**config.mk**
```make
export PLATFORM = sky130hd
export DESIGN_NAME = fetch_stage
export DESIGN_NICKNAME = d
export VERILOG_FILES = /design/src/rtl/fetch_stage.sv
export SDC_FILE = /design/constraint.sdc
export NUM_CORES = 1
export LEC_CHECK = 0
export CAP_MARGIN = 20
export CORE_ASPECT_RATIO = 1.4
export CORE_MARGIN = 4
export CORE_UTILIZATION = 40
export DETAILED_ROUTE_END_ITERATION = 10
export HOLD_SLACK_MARGIN = 0.08
export PLACE_DENSITY = 0.74
export SLEW_MARGIN = 20
export SYNTH_ARGS = -nofsm -noshare
export SYNTH_HDL_FRONTEND = slang
export SYNTH_SLANG_ARGS = --single-unit
```
**constraint.sdc**
```tcl
create_clock -name clk -period 2.7 [get_ports clk]
set_input_delay 0.54 -clock clk [delete_from_list [all_inputs] [get_ports clk]]
set_output_delay 0.54 -clock clk [all_outputs]
set_load 0.03 [all_outputs]
```
**src/rtl/fetch_stage.sv**
```systemverilog
`default_nettype none
// +--------------------------------------------------------------------------+
// | fetch_stage: PC owner, ROM address driver and IF/ID register.            |
// | Rev 1.0                                                                  |
// +--------------------------------------------------------------------------+
module fetch_stage #(
   parameter int               ADDR_W   = 16,
   parameter int               INST_W   = 16,
   parameter logic [ADDR_W-1:0] RESET_PC = '0,
   parameter int               PROG_LEN = 38,
   parameter logic [INST_W-1:0] NOP_WORD = '0
) (
   input  logic              clk,
   input  logic              rst,
   input  logic              stall_i,
   input  logic              branch_en_i,
   input  logic [ADDR_W-1:0] branch_target_i,
   input  logic [INST_W-1:0] inst_i,
   output logic [ADDR_W-1:0] PC_o,
   output logic [INST_W-1:0] if_id_inst_o,
   output logic [ADDR_W-1:0] if_id_pc_o,
   output logic              if_id_valid_o,
   output logic              end_o,
   output logic [15:0]       fetch_cnt_o
);

   // One extra bit so PROG_LEN = 2^ADDR_W means "never off program".
   localparam logic [ADDR_W:0] C_PROG_LEN = (ADDR_W+1)'(PROG_LEN);

   logic [ADDR_W-1:0] r_pc;
   logic [INST_W-1:0] r_inst;
   logic [ADDR_W-1:0] r_if_pc;
   logic              r_valid;
   logic [15:0]       r_cnt;
   logic              w_end;

   assign w_end = ({1'b0, r_pc} >= C_PROG_LEN);

   always_ff @(posedge clk) begin
      if (rst) begin
         r_pc    <= RESET_PC;
         r_inst  <= NOP_WORD;
         r_if_pc <= '0;
         r_valid <= 1'b0;
         r_cnt   <= '0;
      end else if (branch_en_i) begin
         r_pc    <= branch_target_i;
         r_inst  <= NOP_WORD;
         r_if_pc <= r_pc;
         r_valid <= 1'b0;
      end else if (stall_i) begin
         r_pc    <= r_pc;
      end else if (w_end) begin
         r_inst  <= NOP_WORD;
         r_if_pc <= r_pc;
         r_valid <= 1'b0;
      end else begin
         r_pc    <= r_pc + 1'b1;
         r_inst  <= inst_i;
         r_if_pc <= r_pc;
         r_valid <= 1'b1;
         if (r_cnt != 16'hFFFF) begin
            r_cnt <= r_cnt + 16'd1;
         end
      end
   end

   assign PC_o          = r_pc;
   assign if_id_inst_o  = r_inst;
   assign if_id_pc_o    = r_if_pc;
   assign if_id_valid_o = r_valid;
   assign end_o         = w_end;
   assign fetch_cnt_o   = r_cnt;

endmodule
`default_nettype wire

```
==> summary.txt, run 1 <==
HP Class = reg2reg
#FFs+latches synth = 65
Total wire length = 7190 um
Die X = 77.7 um
Synth top area cells = dfxtp_1 48%, a21oi_1 5.7%, nand2_1 5.5%
Clock transition at path regs = 0.07 ns
Total Nets Final = 446
Vias in the first global route = 2485
Worst Path Arrival = 1.93 ns
Area Growth Syn to Fin = 48.2%
Top-area cell type share of the netlist area = 0.479
Path depth of the worst reg2reg path = 7
Final ANT Viol Nets = 0
Maximum VDD drop = 349 uV
Via/cell ratio = 5.05
Slew Viols, Final = 0
R2r setup slk = 0.46 ns
Most frequent cells in the layout = 99 x clkdlybuf4s50_1, 65 x dfxtp_1, 40 x nand2_1, 38 x nor2_1, 31 x a21oi_1
CP required = 2.16 ns
Worst setup endpoint = end_o
CTS sink cnt = 65
Final setup skew = 0.0119 ns
LEAKAGE = 1.45 nW
Pwr Density = 560 nW/um^2
Setup-failing EPs final = 0
CTS tree = built
CTS H-tree depth = 3
Std-Cell Core Area = 6610 um^2
CP Launch Point = PC_o[1]
Final Power = 0.00226 W
Max_cap viols = 0
First-pass GRT wire length = 12000 um
Post-CTS setup buffer count = 0
Clock root buffer = clkbuf_8
TNS Setup = 0 ns
HP Start = if_id_pc_o[4]
Unrepaired setup endpoints after global routing = false
Nature of the critical path endpoint = output pin
Port bufs = 101
Total CTS buffers = 9
Ys async rst share = 0
Syn nets = 346
Tmin final = 2.47 ns
Total GRT Usage = 0.181
Die area = 8200 um^2
# rows = 35
Synthesized area per cell = 8.85 um^2
Crit path kind = reg2out
Post-Syn Area = 2720 um^2
CTS Hold Bufs = 0
Initial DRC count = 107
Status = finished, final reports clean
Yosys top cell by area = dfxtp_1
Post-cts sizing count = 1
Worst R2R End = fetch_cnt_o[15]
Final Core Density = 0.609
Most common cell after layout, fill and taps aside = clkdlybuf4s50_1
Antenna Diode Count = 0
Seq/Total Area, Yosys = 0.479
Antenna violations before repair = 0
Routed len/inst = 14.3 um
YS warnings = 0
DRT Pass-1 Iters = 4
Share of layout cells above drive strength 1 = 0.0947
DP HPWL = 5240 um
RR Startpoint = PC_o[0]
CTS max path bufs = 2
Max-slew headroom at the worst pin = 0.562
Initial Util = 0.411
Chip Height = 106 um
Post-route clock period utilization = 0.914
Post-Syn Instances = 307
EDFF count, synth = 0
Total congestion overflow = 0
Dominant synthesized flop cell = dfxtp_1
Worst setup SP type = flip-flop
Max Fanout on Critical Path = 8
Largest net degree at the start of global routing = 41
Fmax = 405 MHz
Final Hold Fails = 0
Via count = 2545
Clk Latency, worst-skew pair = 0.34 ns
Synth cell types = 45
IO Count = 102
Worst-margin pin slew = 0.657 ns
Global placement routability congestion = 0.793
DRC = 0
synthesized netlist by cell type, types with 2 or more instances:
cell type and count:
dfxtp_1 65, nand2b_1 2, a22oi_1 16, o31ai_1 2, inv_1 7, o21a_1 4, nor4_1 2, ha_1 3
a21oi_1 31, and2_1 2, mux2i_1 11, or4_1 2, o21ai_0 8, xnor2_1 4, clkbuf_1 14, and4_1 2
nor3_1 3, nand2_1 40, and3_2 4, nand3_1 6, or4_4 2, nor2_1 38, nand4_1 3, xor2_1 4
or3_1 7, nor4_4 2, or2_2 2, nor2b_1 3, buf_1 2
sequential cells by signal (all words and copies together), names as in the netlist:
name	flops
if_id_valid_o	1
if_id_inst_o	16
fetch_cnt_o	16
if_id_pc_o	16
PC_o	16
worst min-delay path by stage:
stage | to | slack, ns | cells past startpoint
detailed placement | if_id_pc_o[13] | 0.45 | 2
global placement | if_id_pc_o[12] | 0.44 | 2
finish | if_id_pc_o[4] | 0.45 | 2
floorplan | if_id_pc_o[0] | 0.58 | 2
CTS | if_id_pc_o[4] | 0.45 | 2
global route | if_id_pc_o[11] | 0.48 | 2
critical path, stage by stage (launching register included):
cell	delay, ns
dfxtp_1	0.43
ha_1	0.17
o21ai_0	0.07
a21boi_1	0.55
or2_2	0.22
buf_4	0.15
cell type report:
| class | instances | area (um^2) |
|---|---|---|
| clock buffers | 12 | 145 |
| multi-input cells | 216 | 1310 |
| well taps | 92 | 115 |
| inverters | 7 | 26.3 |
| fillers | 585 | 2590 |
| clock inverters | 4 | 76.3 |
| flip-flops and latches | 65 | 1300 |
| repair buffers | 108 | 1060 |
per-layer routing:
layer / track usage / share of wire / vias up
li1: - / - / 1273
met1: 0.217 / 0.42 / 1199
met2: 0.305 / 0.50 / 57
met3: 0.0513 / 0.053 / 16
met4: 0.0712 / 0.024 / 0
met5: 0 / 0 / -
through the flow:
step | hold WS, ns | std cells | setup slack, ns | instance area (um^2)
3_5_place_dp | 0.446 | 488 | 0.257 | 3800
3_3_place_gp | 0.439 | 488 | 0.296 | 3800
2_1_floorplan | 0.578 | 307 | 0.329 | 2720
5_1_grt | 0.481 | 504 | 0.0825 | 4030
4_1_cts | 0.453 | 504 | 0.204 | 4030
6_report | 0.450 | 504 | 0.232 | 4030
power breakdown:
group	switching [W]	leakage, nW	internal, W
Combinational	0.000168	0.810	0.000145
Sequential	0.0000316	0.529	0.000989
Clock	0.000374	0.107	0.000548
cells by family after synthesis:
family                   Yosys count  share of synthesized area
AND/OR/NAND/NOR                  123                      0.233
flip-flops                        65                      0.479
buffers and inverters             26                     0.0424
XOR/XNOR                           8                     0.0258
AO/OA/AOI/OAI                     70                      0.161
adder cells (fa/ha/maj)            3                     0.0138
multiplexers                      12                     0.0447
Power figures use the tool's default switching activity.
==> run 2, diff against run 1 <==
- GPL_TIMING_DRIVEN: default -> 1
==> results of run 2 <==
Final layout, timing and power as in run 1 (identical DEF).
==> run 3, diff against run 2 <==
- CTS_CLUSTER_DIAMETER: default -> 200
==> results of run 3 <==
Final layout, timing and power as in run 1 (identical DEF).
